[src/rtl/mmseq_pkg.sv]
// Shared types and widths for the matrix multiplier sequencer.
package mmseq_pkg;

  localparam int RES_W = 10;
  localparam int OP_W  = 4;
  localparam int IDX_W = 4;
  localparam int TMR_W = 4;

  typedef enum logic [3:0] {
    IDLE,
    CLEAR,
    LOAD_WAIT,
    LOAD_HI,
    LOAD_LO,
    COMP_HI,
    COMP_LO,
    OUT_SET,
    OUT_PUSH,
    DONE
  } state_t;

  // Counters stop at their terminal value instead of wrapping.
  function automatic int sat_inc(input int cnt, input int limit);
    return (cnt >= limit) ? limit : cnt + 1;
  endfunction

endpackage

[src/rtl/mmseq_pulse_timer.sv]
// Loadable down-counter; zero is high once the loaded count has run out.
module mmseq_pulse_timer #(
  parameter int W = 4
) (
  input  logic         clk,
  input  logic         rst_n,
  input  logic         load,
  input  logic [W-1:0] load_val,
  output logic         zero
);

  logic [W-1:0] cnt_q, cnt_d;

  always_comb begin
    cnt_d = cnt_q;
    if (load) begin
      cnt_d = load_val;
    end else if (cnt_q != '0) begin
      cnt_d = cnt_q - 1'b1;
    end
  end

  always_ff @(posedge clk or negedge rst_n) begin
    if (!rst_n) begin
      cnt_q <= '0;
    end else begin
      cnt_q <= cnt_d;
    end
  end

  assign zero = (cnt_q == '0);

endmodule

[src/rtl/matrix_mult_sequencer.sv]
// Drives MATRIX_MULTIPLIER through clear/load/compute/readout and streams results.
// Optional abort input is enabled by defining MMSEQ_ABORT_EN.
module matrix_mult_sequencer
  import mmseq_pkg::*;
#(
  parameter int N_OPERANDS = 18,
  parameter int N_COMPUTE  = 9,
  parameter int N_RESULTS  = 9,
  parameter int IC_HIGH    = 1,
  parameter int IC_LOW     = 1,
  parameter int OS_SETTLE  = 2
) (
  input  logic             clk,
  input  logic             mr_n,
  input  logic             start,
`ifdef MMSEQ_ABORT_EN
  input  logic             abort,
`endif
  input  logic             in_valid,
  input  logic [OP_W-1:0]  in_data,
  output logic             in_ready,
  output logic             res_valid,
  output logic [RES_W-1:0] res_data,
  output logic [IDX_W-1:0] res_idx,
  input  logic             res_ready,
  output logic             busy,
  output logic             done,
  output logic [OP_W-1:0]  mm_i,
  output logic             mm_ic,
  output logic [IDX_W-1:0] mm_os,
  output logic             mm_en,
  output logic             mm_mr,
  input  logic [RES_W-1:0] mm_matrix
);

  localparam int OPC_W  = $clog2(N_OPERANDS + 1);
  localparam int CMPC_W = $clog2(N_COMPUTE + 1);
  localparam int OSC_W  = $clog2(N_RESULTS + 1);

  localparam logic [OPC_W-1:0]  OPC_LAST = OPC_W'(N_OPERANDS);
  localparam logic [CMPC_W-1:0] CMP_LAST = CMPC_W'(N_COMPUTE);
  localparam logic [OSC_W-1:0]  OS_LAST  = OSC_W'(N_RESULTS);
  localparam logic [TMR_W-1:0]  TMR_HI   = TMR_W'(IC_HIGH - 1);
  localparam logic [TMR_W-1:0]  TMR_LO   = TMR_W'(IC_LOW - 1);
  localparam logic [TMR_W-1:0]  TMR_OS   = TMR_W'(OS_SETTLE - 1);

  state_t state_q, state_d;
  logic [OPC_W-1:0]  op_cnt_q, op_cnt_d;
  logic [CMPC_W-1:0] cmp_cnt_q, cmp_cnt_d;
  logic [OSC_W-1:0]  os_cnt_q, os_cnt_d;
  logic              tmr_load, tmr_zero, abort_hit;
  logic [TMR_W-1:0]  tmr_val;

  logic              in_ready_q, in_ready_d;
  logic              res_valid_q, res_valid_d;
  logic [RES_W-1:0]  res_data_q, res_data_d;
  logic [IDX_W-1:0]  res_idx_q, res_idx_d;
  logic              busy_q, busy_d;
  logic              done_q, done_d;
  logic [OP_W-1:0]   mm_i_q, mm_i_d;
  logic              mm_ic_q, mm_ic_d;
  logic [IDX_W-1:0]  mm_os_q, mm_os_d;
  logic              mm_en_q, mm_en_d;
  logic              mm_mr_q, mm_mr_d;

  // One timer serves every timed wait; each timed state loads it on entry.
  mmseq_pulse_timer #(.W(TMR_W)) u_timer (
    .clk      (clk),
    .rst_n    (mr_n),
    .load     (tmr_load),
    .load_val (tmr_val),
    .zero     (tmr_zero)
  );

  always_ff @(posedge clk or negedge mr_n) begin
    if (!mr_n) begin
      state_q   <= IDLE;
      op_cnt_q  <= '0;
      cmp_cnt_q <= '0;
      os_cnt_q  <= '0;
    end else begin
      state_q   <= state_d;
      op_cnt_q  <= op_cnt_d;
      cmp_cnt_q <= cmp_cnt_d;
      os_cnt_q  <= os_cnt_d;
    end
  end

  always_comb begin
    state_d   = state_q;
    op_cnt_d  = op_cnt_q;
    cmp_cnt_d = cmp_cnt_q;
    os_cnt_d  = os_cnt_q;
    tmr_load  = 1'b0;
    tmr_val   = '0;
    abort_hit = 1'b0;
    case (state_q)
      IDLE: if (start) state_d = CLEAR;
      CLEAR: begin
        state_d   = LOAD_WAIT;
        op_cnt_d  = '0;
        cmp_cnt_d = '0;
        os_cnt_d  = '0;
      end
      LOAD_WAIT: if (in_valid && in_ready_q) begin
        state_d  = LOAD_HI;
        tmr_load = 1'b1;
        tmr_val  = TMR_HI;
      end
      LOAD_HI: if (tmr_zero) begin
        state_d  = LOAD_LO;
        tmr_load = 1'b1;
        tmr_val  = TMR_LO;
      end
      LOAD_LO: if (tmr_zero) begin
        op_cnt_d = OPC_W'(sat_inc(int'(op_cnt_q), N_OPERANDS));
        if (op_cnt_d == OPC_LAST) begin
          state_d   = COMP_HI;
          cmp_cnt_d = '0;
          tmr_load  = 1'b1;
          tmr_val   = TMR_HI;
        end else begin
          state_d = LOAD_WAIT;
        end
      end
      COMP_HI: if (tmr_zero) begin
        state_d  = COMP_LO;
        tmr_load = 1'b1;
        tmr_val  = TMR_LO;
      end
      COMP_LO: if (tmr_zero) begin
        cmp_cnt_d = CMPC_W'(sat_inc(int'(cmp_cnt_q), N_COMPUTE));
        tmr_load  = 1'b1;
        if (cmp_cnt_d == CMP_LAST) begin
          state_d  = OUT_SET;
          os_cnt_d = '0;
          tmr_val  = TMR_OS;
        end else begin
          state_d = COMP_HI;
          tmr_val = TMR_HI;
        end
      end
      OUT_SET: if (tmr_zero) state_d = OUT_PUSH;
      OUT_PUSH: if (res_ready && res_valid_q) begin
        os_cnt_d = OSC_W'(sat_inc(int'(os_cnt_q), N_RESULTS));
        if (os_cnt_d == OS_LAST) begin
          state_d = DONE;
        end else begin
          state_d  = OUT_SET;
          tmr_load = 1'b1;
          tmr_val  = TMR_OS;
        end
      end
      DONE: state_d = IDLE;
      default: state_d = IDLE;
    endcase
`ifdef MMSEQ_ABORT_EN
    if (abort && (state_q != IDLE)) begin
      state_d   = IDLE;
      abort_hit = 1'b1;
      tmr_load  = 1'b0;
      op_cnt_d  = '0;
      cmp_cnt_d = '0;
      os_cnt_d  = '0;
    end
`endif
  end

  // Outputs are decoded from the next state so they register in step with it.
  always_comb begin
    in_ready_d  = (state_d == LOAD_WAIT);
    res_valid_d = (state_d == OUT_PUSH);
    busy_d      = (state_d != IDLE);
    done_d      = (state_d == DONE);
    mm_ic_d     = (state_d == LOAD_HI) || (state_d == COMP_HI);
    mm_en_d     = (state_d != IDLE) && (state_d != DONE);
    mm_mr_d     = (state_d == CLEAR) || abort_hit;
    mm_i_d      = mm_i_q;
    mm_os_d     = mm_os_q;
    res_data_d  = res_data_q;
    res_idx_d   = res_idx_q;
    if ((state_q == LOAD_WAIT) && in_valid && in_ready_q) begin
      mm_i_d = in_data;
    end
    if (state_d == OUT_SET) begin
      mm_os_d = IDX_W'(os_cnt_d);
    end else if (state_d == CLEAR) begin
      mm_os_d = '0;
    end
    if ((state_q == OUT_SET) && (state_d == OUT_PUSH)) begin
      res_data_d = mm_matrix;
      res_idx_d  = IDX_W'(os_cnt_q);
    end
  end

  always_ff @(posedge clk or negedge mr_n) begin
    if (!mr_n) begin
      in_ready_q  <= 1'b0;
      res_valid_q <= 1'b0;
      res_data_q  <= '0;
      res_idx_q   <= '0;
      busy_q      <= 1'b0;
      done_q      <= 1'b0;
      mm_i_q      <= '0;
      mm_ic_q     <= 1'b0;
      mm_os_q     <= '0;
      mm_en_q     <= 1'b0;
      mm_mr_q     <= 1'b1;
    end else begin
      in_ready_q  <= in_ready_d;
      res_valid_q <= res_valid_d;
      res_data_q  <= res_data_d;
      res_idx_q   <= res_idx_d;
      busy_q      <= busy_d;
      done_q      <= done_d;
      mm_i_q      <= mm_i_d;
      mm_ic_q     <= mm_ic_d;
      mm_os_q     <= mm_os_d;
      mm_en_q     <= mm_en_d;
      mm_mr_q     <= mm_mr_d;
    end
  end

  assign in_ready  = in_ready_q;
  assign res_valid = res_valid_q;
  assign res_data  = res_data_q;
  assign res_idx   = res_idx_q;
  assign busy      = busy_q;
  assign done      = done_q;
  assign mm_i      = mm_i_q;
  assign mm_ic     = mm_ic_q;
  assign mm_os     = mm_os_q;
  assign mm_en     = mm_en_q;
  assign mm_mr     = mm_mr_q;

endmodule

[config.mk]
export PLATFORM = sky130hd
export DESIGN_NAME = matrix_mult_sequencer
export DESIGN_NICKNAME = d
export VERILOG_FILES = /design/src/rtl/mmseq_pkg.sv /design/src/rtl/mmseq_pulse_timer.sv /design/src/rtl/matrix_mult_sequencer.sv
export SDC_FILE = /design/constraint.sdc
export NUM_CORES = 1
export LEC_CHECK = 0
export ABC_AREA = 0
export BUFFER_PORTS_ARGS = -buffer_cell sky130_fd_sc_hd__buf_2
export CAP_MARGIN = 10
export CORE_MARGIN = 2
export CORE_UTILIZATION = 62
export CTS_BUF_LIST = sky130_fd_sc_hd__clkbuf_4 sky130_fd_sc_hd__clkbuf_8
export DETAILED_ROUTE_END_ITERATION = 16
export HOLD_SLACK_MARGIN = 0.1
export PLACE_DENSITY = 0.88
export SETUP_SLACK_MARGIN = 0.15
export SLEW_MARGIN = 20
export SYNTH_ARGS = -nofsm -noshare
export SYNTH_HDL_FRONTEND = slang
export SYNTH_SLANG_ARGS = --single-unit
[constraint.sdc]
create_clock -name clk -period 3.6 [get_ports clk]
set_clock_uncertainty 0.05 [all_clocks]
set_input_delay 0.54 -clock clk [delete_from_list [all_inputs] [get_ports clk]]
set_output_delay 0.54 -clock clk [all_outputs]
set_load 0.01 [all_outputs]
* After elaboration in Yosys (flattened, before gate mapping) *
Index checks and enable logic that the tools add are counted.

cells by class
  add/subtract/negate cells = 4
  order comparisons = 3
  eq/ne operators = 22
  mux-type cells = 41
  reductions and logical operators = 18

operators with widths
  operator                                             count
  2-to-1 mux 4 bit                                     21
  case mux 4 bit (9 select lines)                      1
  equality test 4 x 3 -> 1 bit, second input constant  6
  case mux 4 bit (3 select lines)                      2
  equality test 4 bit, second input constant           5
  equality test 4 x 2 -> 1 bit, second input constant  4
  2-to-1 mux 1 bit                                     10
  2-to-1 mux 5 bit                                     2
  case mux 5 bit (2 select lines)                      1
  adder 4 x 1 -> 4 bit, second input constant          2
  equality test 4 x 1 -> 1 bit, second input constant  2
  >= comparator 4 bit, second input constant           2
  zero test 4 bit                                      2
  nonzero test 4 bit                                   2
  logical AND 1 bit                                    6
  inequality test 2 bit, second input constant         3
  nonzero test 2 bit                                   3
  adder 5 x 1 -> 5 bit, second input constant          1
  equality test 5 bit, second input constant           1
  >= comparator 5 bit, second input constant           1
  inequality test 4 bit, second input constant         1
  case mux 1 bit (4 select lines)                      1
  AND reduction 4 bit                                  1
  subtractor 4 x 1 -> 4 bit, second input constant     1
  7 further kinds                                      7

word-level totals
  register bits = 50
  bits of input ports = 19
  output and inout port bits = 29

* Longest topological paths before layout *
  depth after elaboration = 9
  depth in mapped cells = 10
  gate-level depth less buffers = 10

* By module *
A second synthesis with hierarchy kept.

second synthesis, totals
  cells, all modules = 256
  area total of the unflattened synthesis = 2721.4 um^2

by module, submodules not included
  module                 times used  cells each  area an instance (um^2)  sequential area each (um^2)
  matrix_mult_sequencer  1           234         2487.4                   1152.4
  mmseq_pulse_timer      1           22          234.0                    100.1

* Worst setup path before layout *
OpenSTA, ideal clock, no wires.

  kind = reg2reg
  start = register op_cnt_q[0]
  end = register mm_os_q[0], in the netlist mm_os[0]
  setup time = 0.125 ns
  arrival = 2.174 ns
  required time = 3.425 ns
  path slack = 1.251 ns
  cell stages (with the launch flop) = 10
  path buffers = 0
  clock period less this slack = 2.349 ns
  path through = dfrtp_1 inv_1 ha_1 o41ai_4 o31ai_2 a311o_1 and3_4 clkinv_4 nand3_4 mux2_4

between the ends
  cells in the longest elaborated chain, start to end = 8
  elaborated cells on any way between the ends = 11
  classes of those cells = add/sub: 1; order compare: 1; eq/ne: 3; mux: 5; reduce/logical: 1

ends and longest elaborated chain
  what                                                                          line                                                        text
  start: declaration                                                            matrix_mult_sequencer.sv:48                                 logic [OPC_W-1:0] op_cnt_q, op_cnt_d;
  start signal: assignment                                                      matrix_mult_sequencer.sv:83                                 op_cnt_q <= op_cnt_d;
  adder 5 x 1 -> 5 bit or >= comparator 5 bit (tied branches)                   mmseq_pkg.sv:24                                             return (cnt >= limit) ? limit : cnt + 1;
  2-to-1 mux 5 bit (*)                                                          mmseq_pkg.sv:24
  equality test 5 bit (*)                                                       matrix_mult_sequencer.sv:117                                if (op_cnt_d == OPC_LAST) begin
  2-to-1 mux 3 bit (*)                                                          matrix_mult_sequencer.sv:117
  2-to-1 mux 4 bit (*)                                                          matrix_mult_sequencer.sv:115                                LOAD_LO: if (tmr_zero) begin
  case mux 4 bit (9 select lines) (*)                                           matrix_mult_sequencer.sv:97                                 case (state_q)
  via state_d[1]                                                                matrix_mult_sequencer.sv:47                                 state_t state_q, state_d;
  equality test 4 x 3 -> 1 bit or equality test 4 x 1 -> 1 bit (tied branches)  matrix_mult_sequencer.sv:185, matrix_mult_sequencer.sv:187
  2-to-1 mux 4 bit or nonzero test 2 bit (tied branches)                        n/a
  end signal: assignment                                                        matrix_mult_sequencer.sv:218                                mm_os_q <= mm_os_d;
  end: declaration                                                              matrix_mult_sequencer.sv:62                                 logic [IDX_W-1:0] mm_os_q, mm_os_d;

The timed path passes the listed nets; every way through them passes the cells marked *.
A chain may end at the register's enable or synchronous reset.

* Worst setup path in the final report *
  start = register u_timer.cnt_q[0]
  end = register mm_os_q[3], in the netlist mm_os[3]

between the ends
  cells in the longest elaborated chain, start to end = 5
  elaborated cells on any way between the ends = 13
  classes of those cells = eq/ne: 2; mux: 9; reduce/logical: 2

ends and longest elaborated chain
  what                                                                          line                                                        text
  start: declaration                                                            mmseq_pulse_timer.sv:12                                     logic [W-1:0] cnt_q, cnt_d;
  start signal: assignment                                                      mmseq_pulse_timer.sv:27                                     cnt_q <= cnt_d;
  zero test 4 bit (*)                                                           mmseq_pulse_timer.sv:31                                     assign zero = (cnt_q == '0);
  2-to-1 mux 4 bit, on equally long branches                                    n/a
  case mux 4 bit (9 select lines) (*)                                           matrix_mult_sequencer.sv:97
  via state_d[1]                                                                matrix_mult_sequencer.sv:47
  equality test 4 x 3 -> 1 bit or equality test 4 x 1 -> 1 bit (tied branches)  matrix_mult_sequencer.sv:185, matrix_mult_sequencer.sv:187
  2-to-1 mux 4 bit or nonzero test 2 bit (tied branches)                        n/a

Marks and branches as above.

==> summary.txt <==
# IOs - 48
FF+latch count, synth - 50
Post-Place Cell Area - 0.00285 mm²
Avg WL per Cell - 15.7 µm
Via count - 1919
Levels on crit path - 9
Count of final setup violators - 0
Post-synthesis sequential area ratio - 0.485
P_int - 1.32 mW
Remaining global-route overflow - 0
Post-Syn Area - 0.00258 mm²
Post-route setup TNS - 0 ns
FP Rows - 23
Max VDD drop - 0.531 mV
Status - finished, final reports clean
Crit path capture type - register
Clock Pin Slew Worst Setup and Hold Paths - 0.09 ns
CTS tree - built
Worst-path cell chain - inv_1, ha_1, or3b_1, a2111oi_1, nor2b_1, and3_4, clkinv_4, nand3_4, mux2_4
Critical path buffer and inverter count - 2
First-pass GRT wire length - 8650 µm
H-tree levels - 2
CP Class - register to register
Fin worst setup slack - 0.951 ns
Hold-fix buffers, CTS - 0
Fmax - 0.378 GHz
Most common cell after layout, fill and taps aside - dfrtp_1
Total Wirelength - 5240 µm
Slowest cell on crit path - a2111oi_1
Vias in the first global route - 1859
Most frequent cells in the layout - 49 x dfrtp_1, 46 x buf_2, 19 x nor2_1, 19 x mux2_2, 17 x inv_1
Gates resized, CTS repair - 0
Post-layout util - 0.736
Clock sink count - 50
Initial antenna violation count - 0
Num CTS Buffers - 5
Non-Filler Instances - 335
Clock Power Share - 0.150
Number of synthesized flops with an enable pin - 0
Setup bufs post-CTS - 0
Post-placement cell count - 327
Die area - 0.00469 mm²
RSZ-0062 raised after global routing - false
Tot GR Track Use - 0.250
Switch Pwr - 868 µW
Final GP Congestion - 0.954
Crit path DAT - 2.79 ns
Gate power share - 0.436
Static leakage - 1.44 nW
Syn avg cell area - 11.0 µm²
Nets - 312
Measured slew at the worst slew-check pin - 0.651 ns
Final Cell Area - 0.00294 mm²
Clk root buf - clkbuf_8
Max_slew headroom - 0.565
Main synth FF type - dfrtp_1
Asr flop ratio synth - 1.00
Switching Fraction - 0.397
Hold Path Class - input pin to async pin
Height of the die - 68.5 µm
Die Width - 68.5 µm
Starting Density - 0.645
Area grow syn2layout - 14.1%
CP max FO - 5
Maxcap violations - 0
Required @ worst endpoint - 3.74 ns
Initial DRC count - 85
CP peak stage delay - 0.49 ns
Total Power - 2.19 mW
Final hold slack - 0.183 ns
Vias/cell - 5.73
Yosys warnings - 0
Fraction of layout cells with a size suffix above 1 - 0.323
Final hold vios - 0
Antenna-violating nets left - 0
Core outline area - 0.00400 mm²
Yosys cell types - 55
Final Critical Period - 2.65 ns
Crit share post-route - 0.736
Worst slack, placed - 1.02 ns
R2r worst-path depth - 9
CP startpoint kind - register
Cells after Synth - 235
Number of port buffers - 47
Power per standard cell area - 744 mW/mm²
Seq pwr share - 0.413
DRC errors left - 0
Largest net degree at the start of global routing - 51
Post-DP HPWL - 3800 µm
Iteration count of the initial detailed-routing pass - 4
Diode count - 0
Clk_lat worst skew - 0.31 ns
Fill cell count - 277
Pins Over Slew Limit - 0
Clk buf depth - 2
Syn nets - 263
Crit path max-delay family - simple AND/OR/NAND/NOR gates
-- final timing paths --
kind	startpoint	end	slack, ns
max	u_timer.cnt_q[0]	mm_os[3]	0.95
min	mr_n	busy	0.18
max reg2reg	u_timer.cnt_q[0]	mm_os[3]	0.95
min reg2reg	res_data[0]	res_data[0]	0.46
max in group asynchronous	mr_n	op_cnt_q[0]	2.90
min in group clk	mm_matrix[5]	res_data[5]	0.40
-- final cells by class --
class / instances / area (µm²) / area share
flip-flops and latches: 50 / 1250 / 0.425
repair buffers: 48 / 245 / 0.0833
inverters: 19 / 76.3 / 0.0259
multi-input cells: 160 / 1220 / 0.413
well taps: 50 / 62.6 / 0.0212
clock buffers: 7 / 83.8 / 0.0285
clock inverters: 1 / 7.51 / 0.00255
-- cells by family after synthesis --
kind of cell / synth area share
flops: 0.485
xor+xnor: 0.0170
simple gates: 0.165
compound gates: 0.139
buf+inv: 0.0432
fa+ha+maj: 0.0436
mux: 0.107
-- power by group through the flow --
stage / sequential (mW) / combinational, mW / clock, mW
2_1_floorplan: 0.910 / 0.684 / 0
3_3_place_gp: 0.902 / 0.909 / 0
3_5_place_dp: 0.913 / 0.947 / 0
4_1_cts: 0.902 / 0.963 / 0.335
5_1_grt: 0.935 / 1.07 / 0.355
6_report: 0.905 / 0.955 / 0.329
-- synthesized netlist by cell type (all sizes together) (2+ instances only) --
cell    instances  area [µm²]
dfrtp          49        1230
mux2           22         255
nor2           19        71.3
inv            18        67.6
nand2          16        60.1
o21ai          10        53.8
ha              9         113
a21oi           8        40.0
nand3           7        47.6
and2            6        37.5
a31oi           5        31.3
buf             5        31.3
nor3            5        30.0
a21o            4        30.0
and3            4        30.0
a211oi          3        22.5
nand2b          3        18.8
nor2b           3        18.8
nor3b           3        27.5
nor4            3        18.8
o41ai           3        45.1
xnor2           3        26.3
mux2i           2        20.0
nand3b          2        15.0
nor4b           2        30.0
o31ai           2        20.0
xor2            2        17.5
-- flip-flops by register name, summed over array words and instances (netlist names) --
register and cells:
res_idx 4, u_timer.cnt_q 4, res_data 10, res_valid 1, done 1, cmp_cnt_q 4
in_ready 1, busy 1, mm_i 4, os_cnt_q 4, op_cnt_q 5, mm_os 4
mm_ic 1, mm_mr 1, state_q 4, mm_en 1
-- per-layer routing --
metal	wire, µm	part of all wire	vias to the layer above	track usage
li1	-	-	933	-
met1	2220	0.42	920	0.343
met2	2660	0.51	52	0.386
met3	227	0.043	14	0.0536
met4	137	0.026	0	0.103
met5	0	0	-	0
Power figures use the tool's default switching activity.
